File: src/rtl/wb_trace_buffer_if.sv
// Write-back commit port and trace read port of wb_trace_buffer.
// The master side drives commits and consumes trace entries; the buffer is the slave.
interface wb_trace_buffer_if #(
    parameter int WORD_SIZE = 32
);
    logic                 wb_valid;
    logic [4:0]           wb_addr;
    logic [WORD_SIZE-1:0] wb_data;
    logic [WORD_SIZE-1:0] wb_pc;
    logic                 out_valid;
    logic                 out_ready;
    logic [4:0]           out_addr;
    logic [WORD_SIZE-1:0] out_data;
    logic [WORD_SIZE-1:0] out_pc;

    modport master (
        output wb_valid, wb_addr, wb_data, wb_pc, out_ready,
        input  out_valid, out_addr, out_data, out_pc
    );

    modport slave (
        input  wb_valid, wb_addr, wb_data, wb_pc, out_ready,
        output out_valid, out_addr, out_data, out_pc
    );
endinterface

File: src/rtl/wb_trace_buffer.sv
// Commit-trace capture FIFO behind the MEM/WB write-back port, with an
// arm/stop capture window and sticky overflow / saturating drop accounting.
module wb_trace_buffer #(
    parameter int WORD_SIZE    = 32,
    parameter int DEPTH        = 16,
    parameter int FILTER_R0    = 1,
    parameter int STOP_ON_FULL = 0
) (
    input  logic                     clk_i,
    input  logic                     rst_ni,
    input  logic                     arm_i,
    input  logic                     stop_i,
    wb_trace_buffer_if.slave         bus,
    output logic [$clog2(DEPTH):0]   count_o,
    output logic                     overflow_o,
    output logic [15:0]              dropped_o,
    output logic [1:0]               state_o
);
    localparam int AW = $clog2(DEPTH);
    localparam int CW = AW + 1;

    typedef enum logic [1:0] {
        ST_IDLE    = 2'd0,
        ST_CAPTURE = 2'd1,
        ST_DONE    = 2'd2
    } state_e;

    state_e               state_q;
    logic                 overflow_q;
    logic [15:0]          dropped_q;
    logic [CW-1:0]        count_q, count_d;
    logic [AW-1:0]        wr_ptr_q, wr_ptr_d;
    logic [AW-1:0]        rd_ptr_q, rd_ptr_d;
    logic [WORD_SIZE-1:0] pc_mem_q   [DEPTH];
    logic [WORD_SIZE-1:0] data_mem_q [DEPTH];
    logic [4:0]           addr_mem_q [DEPTH];

    logic filtered_s, qual_s, full_s, nonempty_s, pop_s, push_s, drop_s;

    // Commit qualification and push/pop/drop decisions for this cycle.
    always_comb begin
        filtered_s = (FILTER_R0 != 0) && (bus.wb_addr == 5'd0);
        qual_s     = (state_q == ST_CAPTURE) && bus.wb_valid && !filtered_s;
        full_s     = (count_q == CW'(DEPTH));
        nonempty_s = (count_q != {CW{1'b0}});
        pop_s      = nonempty_s && bus.out_ready;
        // A pop in the same cycle frees the slot, so a full FIFO still accepts.
        push_s     = qual_s && (!full_s || pop_s);
        drop_s     = qual_s && full_s && !pop_s;
    end

    // Next-state of occupancy and pointers; pointers wrap at the power-of-two depth.
    always_comb begin
        case ({push_s, pop_s})
            2'b10:   count_d = count_q + {{(CW-1){1'b0}}, 1'b1};
            2'b01:   count_d = count_q - {{(CW-1){1'b0}}, 1'b1};
            default: count_d = count_q;
        endcase
        if (push_s) begin
            wr_ptr_d = wr_ptr_q + {{(AW-1){1'b0}}, 1'b1};
        end else begin
            wr_ptr_d = wr_ptr_q;
        end
        if (pop_s) begin
            rd_ptr_d = rd_ptr_q + {{(AW-1){1'b0}}, 1'b1};
        end else begin
            rd_ptr_d = rd_ptr_q;
        end
    end

    // Occupancy and pointer registers.
    always_ff @(posedge clk_i or negedge rst_ni) begin
        if (!rst_ni) begin
            count_q  <= {CW{1'b0}};
            wr_ptr_q <= {AW{1'b0}};
            rd_ptr_q <= {AW{1'b0}};
        end else begin
            count_q  <= count_d;
            wr_ptr_q <= wr_ptr_d;
            rd_ptr_q <= rd_ptr_d;
        end
    end

    // Entry storage; contents are only observable while counted as occupied.
    always_ff @(posedge clk_i) begin
        if (push_s) begin
            pc_mem_q[wr_ptr_q]   <= bus.wb_pc;
            addr_mem_q[wr_ptr_q] <= bus.wb_addr;
            data_mem_q[wr_ptr_q] <= bus.wb_data;
        end
    end

    // Capture-window FSM with overflow and drop accounting.
    always_ff @(posedge clk_i or negedge rst_ni) begin
        if (!rst_ni) begin
            state_q    <= ST_IDLE;
            overflow_q <= 1'b0;
            dropped_q  <= 16'h0000;
        end else begin
            case (state_q)
                ST_IDLE, ST_DONE: begin
                    if (arm_i) begin
                        state_q    <= ST_CAPTURE;
                        overflow_q <= 1'b0;
                        dropped_q  <= 16'h0000;
                    end
                end
                ST_CAPTURE: begin
                    if (drop_s) begin
                        overflow_q <= 1'b1;
                        if (dropped_q != 16'hFFFF) begin
                            dropped_q <= dropped_q + 16'h0001;
                        end
                    end
                    if (stop_i || ((STOP_ON_FULL != 0) && drop_s)) begin
                        state_q <= ST_DONE;
                    end
                end
                default: state_q <= ST_IDLE;
            endcase
        end
    end

    // First-word-fall-through head view; zero while empty.
    always_comb begin
        bus.out_valid = nonempty_s;
        if (nonempty_s) begin
            bus.out_pc   = pc_mem_q[rd_ptr_q];
            bus.out_addr = addr_mem_q[rd_ptr_q];
            bus.out_data = data_mem_q[rd_ptr_q];
        end else begin
            bus.out_pc   = {WORD_SIZE{1'b0}};
            bus.out_addr = 5'd0;
            bus.out_data = {WORD_SIZE{1'b0}};
        end
    end

    assign count_o    = count_q;
    assign overflow_o = overflow_q;
    assign dropped_o  = dropped_q;
    assign state_o    = state_q;
endmodule

File: src/flat_wrapper.sv
// flat-port wrapper written by rule: the top's interface ports become plain ports
module wb_trace_buffer_flat 
#(
    parameter int WORD_SIZE    = 32,
    parameter int DEPTH        = 16,
    parameter int FILTER_R0    = 1,
    parameter int STOP_ON_FULL = 0
)
  (clk_i, rst_ni, arm_i, stop_i, count_o, overflow_o, dropped_o, state_o, bus_wb_valid, bus_wb_addr, bus_wb_data, bus_wb_pc, bus_out_ready, bus_out_valid, bus_out_addr, bus_out_data, bus_out_pc);
  wb_trace_buffer_if #(.WORD_SIZE(WORD_SIZE)) bus_i ();
  input  logic clk_i;
  input  logic rst_ni;
  input  logic arm_i;
  input  logic stop_i;
  output logic [$clog2(DEPTH):0] count_o;
  output logic overflow_o;
  output logic [15:0] dropped_o;
  output logic [1:0] state_o;
  input wire logic [$bits(bus_i.wb_valid)-1:0] bus_wb_valid;
  input wire logic [$bits(bus_i.wb_addr)-1:0] bus_wb_addr;
  input wire logic [$bits(bus_i.wb_data)-1:0] bus_wb_data;
  input wire logic [$bits(bus_i.wb_pc)-1:0] bus_wb_pc;
  input wire logic [$bits(bus_i.out_ready)-1:0] bus_out_ready;
  output wire logic [$bits(bus_i.out_valid)-1:0] bus_out_valid;
  output wire logic [$bits(bus_i.out_addr)-1:0] bus_out_addr;
  output wire logic [$bits(bus_i.out_data)-1:0] bus_out_data;
  output wire logic [$bits(bus_i.out_pc)-1:0] bus_out_pc;
  assign bus_i.wb_valid = bus_wb_valid;
  assign bus_i.wb_addr = bus_wb_addr;
  assign bus_i.wb_data = bus_wb_data;
  assign bus_i.wb_pc = bus_wb_pc;
  assign bus_i.out_ready = bus_out_ready;
  assign bus_out_valid = bus_i.out_valid;
  assign bus_out_addr = bus_i.out_addr;
  assign bus_out_data = bus_i.out_data;
  assign bus_out_pc = bus_i.out_pc;
  wb_trace_buffer #(.WORD_SIZE(WORD_SIZE), .DEPTH(DEPTH), .FILTER_R0(FILTER_R0), .STOP_ON_FULL(STOP_ON_FULL)) u_core (.clk_i(clk_i), .rst_ni(rst_ni), .arm_i(arm_i), .stop_i(stop_i), .bus(bus_i), .count_o(count_o), .overflow_o(overflow_o), .dropped_o(dropped_o), .state_o(state_o));
endmodule
File: config.mk
export PLATFORM = sky130hd
export DESIGN_NAME = wb_trace_buffer_flat
export DESIGN_NICKNAME = d
export VERILOG_FILES = /design/src/rtl/wb_trace_buffer_if.sv /design/src/rtl/wb_trace_buffer.sv /design/src/flat_wrapper.sv
export SDC_FILE = /design/constraint.sdc
export NUM_CORES = 1
export LEC_CHECK = 0
export BUFFER_PORTS_ARGS = -buffer_cell sky130_fd_sc_hd__buf_4
export CORE_MARGIN = 2
export CORE_UTILIZATION = 45
export CTS_CLUSTER_DIAMETER = 100
export DETAILED_ROUTE_END_ITERATION = 12
export PLACE_DENSITY = 0.61
export SLEW_MARGIN = 10
export SYNTH_ARGS = -nofsm -noshare
export SYNTH_HDL_FRONTEND = slang
export SYNTH_SLANG_ARGS = --single-unit
File: constraint.sdc
create_clock -name clk_i -period 11.09 [get_ports clk_i]
set_input_delay 1.109 -clock clk_i [delete_from_list [all_inputs] [get_ports clk_i]]
set_output_delay 1.109 -clock clk_i [all_outputs]
set_load 0.005 [all_outputs]
==> flow_metrics.py, run 1 <==
metrics = {
    "status": {
        "status": "finished clean",
    },
    "placed_design": {
        "gp_congestion": 0.774,
        "io_buffers": 168,
        "dp_hpwl_um": 49000,
        "dpl_cell_area_mm2": 0.0465,
    },
    "synth": {
        "yosys.area.top_type": "edfxtp_1",
        "synthArstFlopShare": 0.0282,
        "synth_ff_type": "edfxtp_1",
        "yosys-top-cells-count": "edfxtp_1, mux4_2, and2_1, clkbuf_1, dfrtp_1",
        "yosysUniqueCellTypes": 48,
        "ys_top_cells_by_area": "edfxtp_1, mux4_2, dfrtp_1, and2_1, clkbuf_1",
        "synthesis.area_mm2": 0.0436,
        "synth_enable_flop_cells": 1104,
        "avgSynthCellArea_um2": 24.3,
        "netlist.area_leader.share": 0.761,
        "syn_inst": 1793,
        "synth.most_common_cell": "edfxtp_1",
        "syn_nets": 1878,
        "ys_warn_count": 0,
        "yosysSeqAreaShare": 0.779,
        "ys_ff_latch": 1136,
    },
    "detailed_routing": {
        "drt_iter0_drc": 1892,
        "dr.pass1.iters": 5,
        "post_drt_wl_per_cell_um": 28.7,
        "num_vias": 19800,
        "ant_nets": 0,
        "viasPerCell": 5.83,
        "wirelength_um": 97500,
        "drc": 0,
    },
    "power_and_ir_drop": {
        "p_clk_frac": 0.307,
        "powerDensity_mw_per_mm2": 240,
        "p_sw_mw": 3.24,
        "pwr-share-comb": 0.271,
        "swShare": 0.269,
        "pwr-share-seq": 0.422,
        "internal_power_mw": 8.80,
        "p_total_mw": 12.0,
        "p_leak_nw": 15.9,
        "ir_worst_vdd_v": 0.000225,
    },
    "grt": {
        "antenna_found_initial": 10,
        "grt_pass1_vias": 21200,
        "grt_use_total": 0.200,
        "grt_pass1_wl_um": 143000,
        "grt_max_degree": 163,
        "grt-ovfl-total": 0,
    },
    "clock_tree": {
        "cts_tree": "built",
        "cts.clk_slew.worst_paths_ns": 0.06,
        "max-clock-path-buffers": 3,
        "root_buffer": "clkbuf_16",
        "clk_latency_ns": 0.71,
        "cts_resized": 0,
        "clock_sinks": 1136,
        "h-tree-depth": 3,
        "cts_setup_buffers": 0,
        "cts_buffers": 115,
        "cts_hold_buf": 0,
    },
    "sta": {
        "fin_crit_ns": 5.95,
        "finalCritPeriodShare": 0.536,
        "rsz0062_at_grt": "false",
        "slew_headroom": 0.180,
        "maxSlewViolCount": 0,
        "hold_viol_final": 0,
        "fmax_mhz": 168,
        "finalSetupViolCount": 0,
        "worstMarginPinSlew_ns": 1.23,
        "tns_ns": 0,
        "clock_skew_ns": 0.0556,
    },
    "setup_path": {
        "end_kind": "primary output",
        "endpoint": "bus_out_pc[25]",
        "crit_path_start_kind": "flop",
        "reg2reg_depth": 6,
        "crit_fanout": 162,
        "crit_start": "u_core.rd_ptr_q[1]",
        "r2r_start": "u_core.state_o[0]",
        "path_class": "flop to primary output",
        "cp_data_arrival_time_ns": 4.84,
        "r2r-end": "u_core.pc_mem_q[12][25]",
        "ff2ff_setup_slack_ns": 6.50,
        "required_ns": 9.98,
    },
    "die": {
        "start_util": 0.452,
        "rows": 114,
        "die-area_mm2": 0.0993,
        "core-area_mm2": 0.0963,
        "io_pins": 169,
        "die_x_um": 315,
        "die_height_um": 315,
    },
    "finish": {
        "synthToLayoutAreaGrowth_pct": 15.1,
        "final_nets": 2111,
        "drive_above_1_share": 0.347,
        "final_cell_area_mm2": 0.0501,
    },
    "run": {
        "cap_violations": 0,
    },
    "hold_path": {
        "min-delay-path-class": "primary input to asynchronous set/reset pin",
    },
}
==> logic make-up (layout without fill, tap and decap cells) <==
family | count (synthesis) | in the layout | synth area share
adder cells (fa/ha/maj) | 10 | 10 | 0.00304
other | 0 | 3 | 0
flip-flops | 1136 | 1136 | 0.779
AND/OR/NAND/NOR | 152 | 152 | 0.0205
XOR/XNOR | 10 | 10 | 0.00201
buffers and inverters | 94 | 423 | 0.00896
AO/OA/AOI/OAI | 41 | 41 | 0.00618
multiplexers | 350 | 350 | 0.180
==> final cells by class <==
type,count,area (µm²)
Fill cell,7469,46200
Sequential cell,1136,34000
Inverter,2,7.51
Clock buffer,146,3040
Timing Repair Buffer,208,1600
Clock inverter,67,584
Antenna cell,3,7.51
Multi-Input combinational cell,563,9330
Tap cell,1276,1600
==> worst min-delay path by stage <==
stage / endpoint
final: u_core.dropped_o[9]
after detailed placement: u_core.overflow_o
after global placement: u_core.overflow_o
after global routing: u_core.dropped_o[7]
after floorplan: u_core.overflow_o
after CTS: u_core.dropped_o[7]
==> metrics by stage <==
step,std cells,worst slack [ns],hold slack (ns),utilization
after floorplan,1793,3.95,0.474,-
after global placement,3184,5.82,0.470,0.483
after detailed placement,3184,5.82,0.476,0.483
after CTS,3397,5.04,0.319,0.521
after global routing,3401,4.94,0.353,0.521
final,3401,5.14,0.355,0.521
==> power by group through the flow <==
stage,Clock [mW],Combinational [mW],Sequential [mW]
after floorplan,0,2.27,5.02
after global placement,0,3.34,5.17
after detailed placement,0,3.34,5.18
after CTS,3.78,3.36,5.09
after global routing,3.94,3.51,5.11
final,3.70,3.26,5.08
==> placed cells by master, fill, tap and decap left out, types with 16 or more instances in the layout <==
master	synthesis	layout
buf_4	0	205
nand2_1	16	16
edfxtp_1	1104	1104
and2_1	71	71
clkinv_2	0	18
dfrtp_1	32	28
clkbuf_1	51	29
mux4_2	345	345
clkinv_1	0	29
clkbuf_16	0	117
==> sequential cells by signal, indices dropped and copies added, names as in the netlist <==
signal	count
u_core.overflow_o	1
u_core.dropped_o	16
u_core.data_mem_q	512
u_core.rd_ptr_q	4
u_core.count_o	5
u_core.pc_mem_q	512
u_core.state_o	2
u_core.wr_ptr_q	4
u_core.addr_mem_q	80
==> critical path: stages, from the launching register on <==
cell and delay [ns]:
dfrtp_4 0.80, buf_12 0.82, buf_4 1.07, mux4_2 0.42, mux4_2 0.48, and2_1 0.24, buf_4 0.16
==> layer usage <==
layer  global-route usage  wire [µm]
met5                    0         80
met4               0.0490       1820
met3               0.0376       5420
met2                0.337      49600
met1                0.273      40600
Power figures use the tool's default switching activity.
==> run 2: changes to the inputs <==
--- a/config.mk
+++ b/config.mk
@@ -5,6 +5,7 @@
 export SDC_FILE = /design/constraint.sdc
 export NUM_CORES = 1
 export LEC_CHECK = 0
+export ABC_AREA = 1
 export BUFFER_PORTS_ARGS = -buffer_cell sky130_fd_sc_hd__buf_4
 export CORE_MARGIN = 2
 export CORE_UTILIZATION = 45
==> constraint.sdc (replaced) <==
create_clock -name clk_i -period 5.8 [get_ports clk_i]
set_input_delay 0.58 -clock clk_i [delete_from_list [all_inputs] [get_ports clk_i]]
set_output_delay 0.58 -clock clk_i [all_outputs]
set_load 0.005 [all_outputs]
==> flow_metrics.py, run 2 <==
metrics = {
    "status": {
        "status": "finished clean",
    },
    "grt": {
        "grt_pass1_vias": 28000,
        "grt_use_total": 0.223,
        "grt_max_degree": 204,
        "grt_pass1_wl_um": 175000,
        "grt-ovfl-total": 0,
        "antenna_found_initial": 5,
    },
    "detailed_routing": {
        "ant_nets": 0,
        "drt_iter0_drc": 3051,
        "dr.pass1.iters": 5,
        "drc": 0,
        "viasPerCell": 5.51,
        "num_vias": 28900,
        "wirelength_um": 116000,
        "post_drt_wl_per_cell_um": 22.2,
    },
    "setup_path": {
        "cp.depth": 6,
        "ff2ff_setup_slack_ns": 2.26,
        "endpoint": "bus_out_pc[26]",
        "required_ns": 5.22,
        "end_kind": "primary output",
        "r2r_start": "u_core.state_o[1]",
        "crit_path_start_kind": "flop",
        "r2r-end": "u_core.pc_mem_q[15][17]",
        "crit_start": "u_core.rd_ptr_q[1]",
        "reg2reg_depth": 10,
        "crit_chain": "buf_4 -> o21ai_0 -> o211ai_1 -> nand3_1 -> a21oi_1 -> buf_4",
        "max_stage_delay_ns": 0.97,
        "critical_path.top_delay_family": "buffers and inverters",
        "path_class": "flop to primary output",
        "critical_path_buf_inv_count": 2,
        "cp_common_cell": "buf_4",
        "cp_data_arrival_time_ns": 3.76,
        "crit_fanout": 94,
        "cp_slowest_cell": "dfrtp_4",
    },
    "die": {
        "rows": 116,
        "io_pins": 169,
        "start_util": 0.456,
        "die_x_um": 323,
        "die_height_um": 323,
        "core-area_mm2": 0.100,
        "die-area_mm2": 0.104,
    },
    "sta": {
        "finalCritPeriodShare": 0.748,
        "hold_viol_final": 0,
        "maxSlewViolCount": 0,
        "rsz0062_at_grt": "false",
        "slew_headroom": 0.250,
        "finalSetupViolCount": 0,
        "tns_ns": 0,
        "clock_skew_ns": 0.0196,
        "fmax_mhz": 230,
        "worst_slack_ns": 1.46,
        "worstMarginPinSlew_ns": 1.12,
        "fin_crit_ns": 4.34,
    },
    "clock_tree": {
        "cts_buffers": 116,
        "cts.clk_slew.worst_paths_ns": 0.06,
        "cts_setup_buffers": 0,
        "clk_latency_ns": 0.69,
        "cts_tree": "built",
        "h-tree-depth": 3,
        "cts_resized": 0,
        "root_buffer": "clkbuf_16",
        "cts_hold_buf": 1,
        "max-clock-path-buffers": 3,
        "clock_sinks": 1136,
    },
    "hold_path": {
        "min-delay-path-class": "primary input to flop",
        "hold_start": "arm_i",
    },
    "finish": {
        "synthToLayoutAreaGrowth_pct": 13.5,
        "final_nets": 3868,
        "layout_common_cells": "edfxtp_1, nor2_1, o21ai_0, o21ai_1, nand3_1",
        "top_regs": "u_core.data_mem_q: 512 flops, u_core.pc_mem_q: 512 flops, u_core.addr_mem_q: 80 flops",
        "layout_commonest_cell": "edfxtp_1",
        "drive_above_1_share": 0.103,
    },
    "synth": {
        "yosysUniqueCellTypes": 30,
        "synth.most_common_cell": "edfxtp_1",
        "synthArstFlopShare": 0.0282,
        "syn_nets": 3771,
        "synth_ff_type": "edfxtp_1",
        "yosysSeqAreaShare": 0.742,
        "ys_top_cells_by_area": "edfxtp_1, nor2_1, o21ai_0, o21ai_1, nand3_1",
        "avgSynthCellArea_um2": 12.4,
        "syn_inst": 3686,
        "yosys-top-cells-count": "edfxtp_1, nor2_1, o21ai_0, o21ai_1, nand3_1",
        "ys_warn_count": 0,
        "yosys.area.top_type": "edfxtp_1",
        "netlist.area_leader.share": 0.724,
        "synthesis.area_mm2": 0.0458,
        "ys_ff_latch": 1136,
        "synth_enable_flop_cells": 1104,
    },
    "placed_design": {
        "dp_hpwl_um": 54900,
        "place_ws_ns": 2.14,
        "gp_congestion": 0.753,
        "io_buffers": 168,
    },
    "run": {
        "cap_violations": 0,
    },
    "power_and_ir_drop": {
        "p_leak_nw": 17.3,
        "ir_worst_vdd_v": 0.000421,
        "powerDensity_mw_per_mm2": 483,
    },
}
==> run 2: cell type report <==
type / count / area [µm²]
clock inverters: 72 / 606
flip-flops and latches: 1136 / 34000
inverters: 106 / 420
diodes: 1 / 2.50
fillers: 8607 / 48500
repair buffers: 218 / 1860
well taps: 1357 / 1700
multi-input cells: 2205 / 10300
clock buffers: 143 / 3070
==> run 2: how the worst min path moves through the flow <==
stage                        endpoint  cells past startpoint
global route        u_core.state_o[1]                      2
detailed placement  u_core.overflow_o                      2
floorplan           u_core.count_o[0]                      0
finish              u_core.state_o[1]                      2
global placement    u_core.overflow_o                      2
CTS                 u_core.state_o[1]                      2
==> run 2: report_power, final <==
part	switching (mW)	total (mW)	internal [mW]	leakage [nW]
logic	5.44	8.22	2.78	5.17
registers	0.300	9.64	9.34	10.3
clock network	3.06	7.23	4.18	1.79
total	8.80	25.1	16.3	17.3
==> run 2: logic make-up (layout without fill, tap and decap cells) <==
logic type / after synthesis / after routing / synth area share
compound gates: 856 / 856 / 0.101
xor+xnor: 11 / 11 / 0.00211
fa+ha+maj: 10 / 10 / 0.00290
buf+inv: 345 / 539 / 0.0357
flops: 1136 / 1136 / 0.742
other cells: 0 / 1 / 0
simple gates: 1328 / 1328 / 0.116
==> run 2: worst register-to-register path, delay by kind of cell, from the launching register on <==
family        cells  cell delay (ns)
simple gates      6             1.92
flops             1             0.38
buf+inv           4             0.85
==> run 2: metal layers <==
layer	GRT usage	vias to the layer above	wire [µm]
met5	0	-	43
met4	0.0579	8	2180
met3	0.0363	170	7320
met2	0.370	897	56700
met1	0.306	14400	50200
li1	-	13400	-
==> run 2: stage by stage <==
stage	area, µm²	util	std cells	hold slack [ns]	power (mW)
floorplan	45800	-	3686	0.284	15.1
global placement	48200	0.480	5021	0.484	18.0
detailed placement	48200	0.480	5021	0.469	18.1
CTS	51900	0.517	5237	0.0592	25.3
global route	51900	0.517	5238	0.0797	26.5
finish	51900	0.517	5238	0.0929	25.1
